$ cat src/rtl/ad9122_spi_target_regfile_if.sv
// SDIO-side bus of the AD9122 SPI target: chip select, controller data/direction
// and the target's read-data driver.
interface ad9122_spi_target_regfile_if;
    logic i_sen_n;
    logic i_sda;
    logic i_sda_dir;
    logic o_miso;
    logic o_miso_oe;

    modport master (
        output i_sen_n,
        output i_sda,
        output i_sda_dir,
        input  o_miso,
        input  o_miso_oe
    );

    modport slave (
        input  i_sen_n,
        input  i_sda,
        input  i_sda_dir,
        output o_miso,
        output o_miso_oe
    );
endinterface

$ cat src/rtl/ad9122_spi_target_regfile.sv
// AD9122 SPI target with a 128x8 register file, write/read statistics and a debug port.
// Define AD9122_SPI_STREAM_EN to enable streaming (auto-incrementing address) transfers.
module ad9122_spi_target_regfile #(
    parameter logic [6:0] CHIP_ID_ADDR = 7'h1F,
    parameter logic [7:0] CHIP_ID      = 8'h08,
    parameter int         CNT_W        = 16
) (
    input  logic                         o_sclk,
    input  logic                         rst_n,
    ad9122_spi_target_regfile_if.slave   spi,
    output logic [CNT_W-1:0]             o_wr_cnt,
    output logic [CNT_W-1:0]             o_rd_cnt,
    output logic [6:0]                   o_last_addr,
    output logic [7:0]                   o_last_data,
    output logic                         o_contention,
    input  logic [6:0]                   i_dbg_addr,
    output logic [7:0]                   o_dbg_data
);

    typedef enum logic [2:0] {
        ST_IDLE,
        ST_INSTR,
        ST_WDATA,
        ST_RDATA,
        ST_DONE
    } state_t;

    state_t             r_state;
    logic [4:0]         r_bit_cnt;
    logic [6:0]         r_shift;
    logic [6:0]         r_addr;
    logic [7:0]         r_regs [0:127];
    logic [CNT_W-1:0]   r_wr_cnt;
    logic [CNT_W-1:0]   r_rd_cnt;
    logic [6:0]         r_last_addr;
    logic [7:0]         r_last_data;
    logic               r_contention;
    logic [7:0]         r_rd_sh;
    logic               r_miso;
    logic               r_miso_oe;

    logic               w_frame_rst_n;
    logic [7:0]         w_byte;
    logic               w_wr_fire;
    logic               w_rd_fire;

    function automatic logic [CNT_W-1:0] sat_inc(input logic [CNT_W-1:0] v);
        return (&v) ? v : v + 1'b1;
    endfunction

    function automatic logic [7:0] rd_val(input logic [6:0] a, input logic [7:0] stored);
        return (a == CHIP_ID_ADDR) ? CHIP_ID : stored;
    endfunction

    // Frame tracking restarts whenever chip select is released.
    assign w_frame_rst_n = rst_n & ~spi.i_sen_n;
    assign w_byte        = {r_shift, spi.i_sda};
    assign w_wr_fire     = (r_state == ST_WDATA) && (r_bit_cnt == 5'd15);
    assign w_rd_fire     = (r_state == ST_RDATA) && (r_bit_cnt == 5'd15);

    always_ff @(posedge o_sclk or negedge w_frame_rst_n) begin
        if (!w_frame_rst_n) begin
            r_state   <= ST_IDLE;
            r_bit_cnt <= 5'd0;
            r_shift   <= 7'd0;
            r_addr    <= 7'd0;
        end else begin
            r_shift <= w_byte[6:0];
            case (r_state)
                ST_IDLE: begin
                    r_state   <= ST_INSTR;
                    r_bit_cnt <= 5'd1;
                end
                ST_INSTR: begin
                    r_bit_cnt <= r_bit_cnt + 5'd1;
                    if (r_bit_cnt == 5'd7) begin
                        r_addr  <= w_byte[6:0];
                        r_state <= r_shift[6] ? ST_RDATA : ST_WDATA;
                    end
                end
                ST_WDATA, ST_RDATA: begin
                    if (r_bit_cnt == 5'd15) begin
`ifdef AD9122_SPI_STREAM_EN
                        r_bit_cnt <= 5'd8;
                        r_addr    <= r_addr + 7'd1;
`else
                        r_bit_cnt <= 5'd16;
                        r_state   <= ST_DONE;
`endif
                    end else begin
                        r_bit_cnt <= r_bit_cnt + 5'd1;
                    end
                end
                default: ;
            endcase
        end
    end

    // Register file and statistics survive chip-select cycling; only rst_n clears them.
    always_ff @(posedge o_sclk or negedge rst_n) begin
        if (!rst_n) begin
            for (int i = 0; i < 128; i++) r_regs[i] <= 8'h00;
            r_wr_cnt    <= '0;
            r_rd_cnt    <= '0;
            r_last_addr <= 7'd0;
            r_last_data <= 8'd0;
        end else begin
            if (w_wr_fire) begin
                if (r_addr == 7'h00 && w_byte[5]) begin
                    for (int i = 0; i < 128; i++) r_regs[i] <= 8'h00;
                end else if (r_addr != CHIP_ID_ADDR) begin
                    r_regs[r_addr] <= w_byte;
                end
                r_last_addr <= r_addr;
                r_last_data <= w_byte;
                r_wr_cnt    <= sat_inc(r_wr_cnt);
            end
            if (w_rd_fire) r_rd_cnt <= sat_inc(r_rd_cnt);
        end
    end

    // Read data launches on negedges so the controller samples it on posedges 9..16.
    always_ff @(negedge o_sclk or negedge w_frame_rst_n) begin
        if (!w_frame_rst_n) begin
            r_miso_oe <= 1'b0;
            r_miso    <= 1'b0;
            r_rd_sh   <= 8'd0;
        end else if (r_state == ST_RDATA && r_bit_cnt == 5'd8) begin
            r_rd_sh   <= rd_val(r_addr, r_regs[r_addr]);
            r_miso    <= rd_val(r_addr, r_regs[r_addr]) >> 7;
            r_miso_oe <= 1'b1;
        end else if (r_state == ST_RDATA) begin
            r_rd_sh <= {r_rd_sh[6:0], 1'b0};
            r_miso  <= r_rd_sh[6];
        end else begin
            r_miso_oe <= 1'b0;
            r_miso    <= 1'b0;
        end
    end

    always_ff @(negedge o_sclk or negedge rst_n) begin
        if (!rst_n) begin
            r_contention <= 1'b0;
        end else if (r_miso_oe && !spi.i_sda_dir) begin
            r_contention <= 1'b1;
        end
    end

    assign spi.o_miso    = r_miso_oe & r_miso;
    assign spi.o_miso_oe = r_miso_oe;
    assign o_wr_cnt      = r_wr_cnt;
    assign o_rd_cnt      = r_rd_cnt;
    assign o_last_addr   = r_last_addr;
    assign o_last_data   = r_last_data;
    assign o_contention  = r_contention;
    assign o_dbg_data    = rd_val(i_dbg_addr, r_regs[i_dbg_addr]);

endmodule

$ cat src/flat_wrapper.sv
// flat-port wrapper written by rule: the top's interface ports become plain ports
module ad9122_spi_target_regfile_flat 
#(
    parameter logic [6:0] CHIP_ID_ADDR = 7'h1F,
    parameter logic [7:0] CHIP_ID      = 8'h08,
    parameter int         CNT_W        = 16
)
  (o_sclk, rst_n, o_wr_cnt, o_rd_cnt, o_last_addr, o_last_data, o_contention, i_dbg_addr, o_dbg_data, spi_i_sen_n, spi_i_sda, spi_i_sda_dir, spi_o_miso, spi_o_miso_oe);
  ad9122_spi_target_regfile_if spi_i ();
  input  logic o_sclk;
  input  logic rst_n;
  output logic [CNT_W-1:0] o_wr_cnt;
  output logic [CNT_W-1:0] o_rd_cnt;
  output logic [6:0] o_last_addr;
  output logic [7:0] o_last_data;
  output logic o_contention;
  input  logic [6:0] i_dbg_addr;
  output logic [7:0] o_dbg_data;
  input wire logic [$bits(spi_i.i_sen_n)-1:0] spi_i_sen_n;
  input wire logic [$bits(spi_i.i_sda)-1:0] spi_i_sda;
  input wire logic [$bits(spi_i.i_sda_dir)-1:0] spi_i_sda_dir;
  output wire logic [$bits(spi_i.o_miso)-1:0] spi_o_miso;
  output wire logic [$bits(spi_i.o_miso_oe)-1:0] spi_o_miso_oe;
  assign spi_i.i_sen_n = spi_i_sen_n;
  assign spi_i.i_sda = spi_i_sda;
  assign spi_i.i_sda_dir = spi_i_sda_dir;
  assign spi_o_miso = spi_i.o_miso;
  assign spi_o_miso_oe = spi_i.o_miso_oe;
  ad9122_spi_target_regfile #(.CHIP_ID_ADDR(CHIP_ID_ADDR), .CHIP_ID(CHIP_ID), .CNT_W(CNT_W)) u_core (.o_sclk(o_sclk), .rst_n(rst_n), .spi(spi_i), .o_wr_cnt(o_wr_cnt), .o_rd_cnt(o_rd_cnt), .o_last_addr(o_last_addr), .o_last_data(o_last_data), .o_contention(o_contention), .i_dbg_addr(i_dbg_addr), .o_dbg_data(o_dbg_data));
endmodule
$ cat config.mk
export PLATFORM = sky130hd
export DESIGN_NAME = ad9122_spi_target_regfile_flat
export DESIGN_NICKNAME = d
export VERILOG_FILES = /design/src/rtl/ad9122_spi_target_regfile_if.sv /design/src/rtl/ad9122_spi_target_regfile.sv /design/src/flat_wrapper.sv
export SDC_FILE = /design/constraint.sdc
export NUM_CORES = 2
export LEC_CHECK = 0
export CAP_MARGIN = 10
export CORE_MARGIN = 4
export CORE_UTILIZATION = 35
export CTS_BUF_LIST = sky130_fd_sc_hd__clkbuf_16
export CTS_CLUSTER_DIAMETER = 30
export DETAILED_ROUTE_END_ITERATION = 8
export MAX_ROUTING_LAYER = met4
export PLACE_DENSITY = 0.59
export REMOVE_ABC_BUFFERS = 1
export SLEW_MARGIN = 20
export SYNTH_ARGS = -nofsm -noshare
export SYNTH_HDL_FRONTEND = slang
export SYNTH_SLANG_ARGS = --single-unit
$ cat constraint.sdc
create_clock -name o_sclk -period 5.6 [get_ports o_sclk]
set_clock_uncertainty 0.2 [all_clocks]
set_input_delay 1.4 -clock o_sclk [delete_from_list [all_inputs] [get_ports o_sclk]]
set_output_delay 1.4 -clock o_sclk [all_outputs]
set_load 0.01 [all_outputs]
# After elaboration in Yosys (flattened, before gate mapping)

Cells that the tools add are included.

Add/sub/neg operators: 3
Multipliers: 0
Divide/modulo/power cells: 0
$lt $le $gt $ge: 3
Equality and inequality tests: 12
Shift-type cells: 0
Multiplexer cells: 25
Bitwise gates (word level): 7
Reductions and logical operators: 20

Operators by type and width:

| cell                    | number |
|---|---|
| $mux W1024              | 2 |
| $bwmux W1024            | 1 |
| $bmux W8 S7             | 2 |
| $demux W8 S7            | 1 |
| $mux W8                 | 7 |
| $add A16 B1 Y16 const B | 2 |
| $reduce_and A16 Y1      | 2 |
| $ge A8 B8 Y1 const B    | 2 |
| $not A7 Y8              | 2 |
| $pmux W5 S3             | 1 |
| $eq A7 B5 Y1 const B    | 2 |
| $mux W7                 | 2 |
| $eq A5 B4 Y1 const B    | 2 |
| $pmux W3 S3             | 1 |
| $lt A8 B1 Y1 const B    | 1 |
| $reduce_and A2 Y1       | 4 |
| $logic_not A7 Y1        | 1 |
| $ne A7 B5 Y1 const B    | 1 |
| $eq A3 B2 Y1 const B    | 2 |
| $logic_and A1 B1 Y1     | 6 |
| $mux W3                 | 2 |
| $add A5 B1 Y5 const B   | 1 |
| $eq A5 B3 Y1 const B    | 1 |
| $mux W1                 | 5 |
| other kinds (12)        | 17 |

Flip-flop bits (word level): 1,103
Bits in latches: 0
Memory bits (writable): 0
ROM bits: 0
Input bits: 12
Output and inout bits: 58
Word-level logic and storage cells: 210
Memories kept: 0

# Depth between registers and ports, before layout

Depth after elaboration: 8
Gate-level depth with buffers: 14
Depth with buffers taken out: 10

==> metrics.md <==
| Metric | Value |
|---|---|
| Total power | 26.9 mW |
| Layout cells sized above 1 | 36.4% |
| WL final | 272000 µm |
| Failing checks | setup timing |
| Clock sink count | 1103 |
| Initial antenna violation count | 16 |
| Worst skew pair latency | 0.93 ns |
| Post-Syn Instances | 4669 |
| Floorplan row count | 148 |
| Routed Antenna Nets | 0 |
| Final setup viols | 12 |
| Slew headroom | 17.0% |
| Util after Layout | 48.5% |
| Wire per inst | 34.8 µm |
| Seq/Total Area, Yosys | 47.9% |
| Synth area leaders | dfrtp_1, a22o_1, mux4_2 |
| Slew @ Worst Pin | 1.24 ns |
| Port bufs | 69 |
| Initial Utilization | 35.3% |
| Post-Layout Cell Count | 7825 |
| Asr flop ratio synth | 100% |
| Cts hold-fix bufs | 0 |
| Hold Vio Cnt, Final | 0 |
| CTS clk-pin slew, worst paths | 0.04 ns |
| Ys Warns | 0 |
| Horiz. Die Dim | 414 µm |
| Die area | 0.171 mm² |
| Hpwl dp | 181000 µm |
| CTS tree | done |
| Seq pwr share | 30.1% |
| CTS Buf Count | 302 |
| Clk buf depth | 4 |
| Placed cell count | 7130 |
| CP startpoint kind | flop |
| Main flop type after synthesis | dfrtp_1 |
| First-pass GRT wire length | 389000 µm |
| Post-synth EDFFs | 0 |
| Final max-slew violation count | 0 |
| Drt via density | 6.83 |
| Worst Path Max Fanout | 1 |
| #FFs+latches synth | 1103 |
| Crit path kind | reg -> out |
| Largest net degree at the start of global routing | 160 |
| Core ar. | 0.163 mm² |
| Switching power | 6.61 mW |
| Post-synth cell types | 80 |
| Area growth from synthesis to layout | 37.6% |
| Area leader, netlist | dfrtp_1 |
| Lkg Pwr | 34.5 nW |
| Crit path capture type | output port |
| PD cells | 339 mW/mm² |
| Worst EP arrival | 4.63 ns |
| Combinational fraction of design power | 7.6% |
| Pre-antenna DRT Iters | 9 |
| Cell Int Power | 20.3 mW |
| Net Sw Frac | 24.6% |
| Placer congestion estimate | 1.02 |
| Vias | 53500 |
| Initial DRC Count | 8294 |
| Syn Area/Cell | 12.3 µm² |
| Outcome | complete, but fails checks |
| Fin nets | 5438 |
| Clock root buffer | clkbuf_16 |
| Top-area cell type share of the netlist area | 47.5% |
| Gr usage total | 32.0% |
| Vias in the first global route | 52100 |
| H-tree depth | 5 |
| Placed cell area | 0.0653 mm² |
| DRC | 0 |
| Worst hold-check path type | reg -> reg |
| RSZ-0062 raised after global routing | yes |
| Clock Power Share | 62.3% |
| Post-route setup slack | -0.627 ns |
| Hold Slack | 0.206 ns |
| Fillers | 14100 |
| Max-cap violation count | 0 |
| Total grt overflow | 0 |
| IO Count | 70 |
| Die height | 414 µm |
| Max rail drop VDD | 0.367 mV |
| CP Data Required Time | 4.00 ns |
| Post-route design area | 0.0792 mm² |
| Synthesized cell area | 0.0576 mm² |
-- critical path: stages, from the launching register on --
cell and delay (ns):
dfrtn_1 0.60, buf_12 0.15, and2_4 0.13, buf_6 0.09
-- per-stage QoR --
stage	TNS, ns	setup WS (ns)
after global routing	-4.03	-0.626
after CTS	-3.53	-0.605
after global placement	-10.67	-1.28
after detailed placement	-10.61	-1.29
final	-3.65	-0.627
after floorplan	-4033.03	-7.54
-- registers in the layout, indices dropped and copies added (netlist names), 3 cells and up --
name / cells
u_core.r_state: 3
u_core.r_addr: 7
u_core.o_last_data: 8
u_core.r_bit_cnt: 5
u_core.r_regs: 1024
u_core.r_shift: 7
u_core.o_wr_cnt: 16
u_core.o_rd_cnt: 16
u_core.o_last_addr: 7
u_core.r_rd_sh: 7
-- logic make-up (layout without fill, tap and decap cells) --
| group | after synthesis | in the layout | share of synthesized area [%] |
|---|---|---|---|
| compound gates | 1765 | 1765 | 24.4 |
| flops | 1103 | 1103 | 47.9 |
| simple gates | 691 | 691 | 5.57 |
| mux | 613 | 613 | 18.2 |
| buf+inv | 463 | 1430 | 3.33 |
| xor+xnor | 29 | 29 | 0.441 |
| fa+ha+maj | 5 | 5 | 0.109 |
| other cells | 0 | 14 | 0 |
-- area by class of cell --
cell class / instances / area [µm²] / share of cell area (%)
Multi-Input combinational cell: 3103 / 30100 / 38.0
Sequential cell: 1103 / 27600 / 34.9
Timing Repair Buffer: 893 / 8860 / 11.2
Clock buffer: 308 / 7710 / 9.73
Tap cell: 2175 / 2720 / 3.44
Clock inverter: 211 / 2050 / 2.58
Inverter: 18 / 70.1 / 0.0885
Antenna cell: 14 / 35.0 / 0.0442
-- final timing paths --
| kind | slack [ns] | startpoint | cells past startpoint | end |
|---|---|---|---|---|
| max in group asynchronous | 1.41 | spi_i_sen_n | 3 | u_core.r_rd_sh[5]$_DFFE_NN0P_ |
| max reg2reg | -0.45 | u_core.r_addr[1]$_DFFE_PN0P_ | 9 | u_core.r_rd_sh[5]$_DFFE_NN0P_ |
| min | 0.21 | u_core.o_contention$_DFFE_NN0P_ | 1 | u_core.o_contention$_DFFE_NN0P_ |
| min in group asynchronous | 0.36 | rst_n | 2 | u_core.r_regs[678]$_DFFE_PN0P_ |
| min reg2reg | 0.21 | u_core.o_contention$_DFFE_NN0P_ | 1 | u_core.o_contention$_DFFE_NN0P_ |
| max | -0.63 | u_core.r_miso$_DFF_NN0_ | 3 | spi_o_miso |
-- layout by cell type (no fill, tap or decap), types with 88 or more instances in the layout --
cell / Yosys / final
a21oi_1: 118 / 88
a22o_1: 992 / 992
buf_12: 0 / 97
buf_4: 11 / 629
clkbuf_16: 0 / 310
dfrtp_1: 1093 / 1083
mux2_2: 105 / 101
mux2i_1: 168 / 151
mux4_2: 338 / 338
nand2_1: 169 / 156
nor2_1: 209 / 199
nor3_1: 134 / 94
o21ai_1: 113 / 131
-- metal layers --
| layer | wire length, µm | GRT usage (%) | up-vias |
|---|---|---|---|
| met2 | 114000 | 43.8 | 4523 |
| met1 | 102000 | 41.1 | 27400 |
| li1 | - | - | 20500 |
| met3 | 38200 | 11.5 | 1034 |
| met5 | 0 | - | - |
| met4 | 18200 | 17.4 | 0 |
-- power by group through the flow --
stage               sequential, mW  clock [mW]  combinational (mW)
finish                        8.10        16.7                2.04
global route                  8.09        17.3                2.08
CTS                           8.09        16.8                1.88
detailed placement            8.21           0                1.67
global placement              8.21           0                1.66
floorplan                     8.28           0               0.423
-- synthesized netlist by cell type, types with 17 or more instances --
library cell,instances
a211oi_1,44
a21oi_1,118
a221o_1,24
a221oi_1,119
a22o_1,992
a22oi_1,73
a32o_1,18
and2_1,26
buf_1,23
buf_2,93
clkbuf_1,315
dfrtp_1,1093
mux2_2,105
mux2i_1,168
mux4_2,338
nand2_1,169
nand3_1,34
nor2_1,209
nor2b_1,46
nor3_1,134
o21ai_0,82
o21ai_1,113
o221ai_1,17
o22ai_1,45
o31ai_1,18
-- repair_timing --
item / in CTS / in global routing
hold endpoints to repair: 0 / 0
gates cloned: 9 / 2
pin swaps: 90 / 81
resized for setup: 396 / 168
endpoints found under the setup margin: 19 / 18
setup buffers: 100 / 70
No activity file was read; power rests on OpenSTA's default activity.
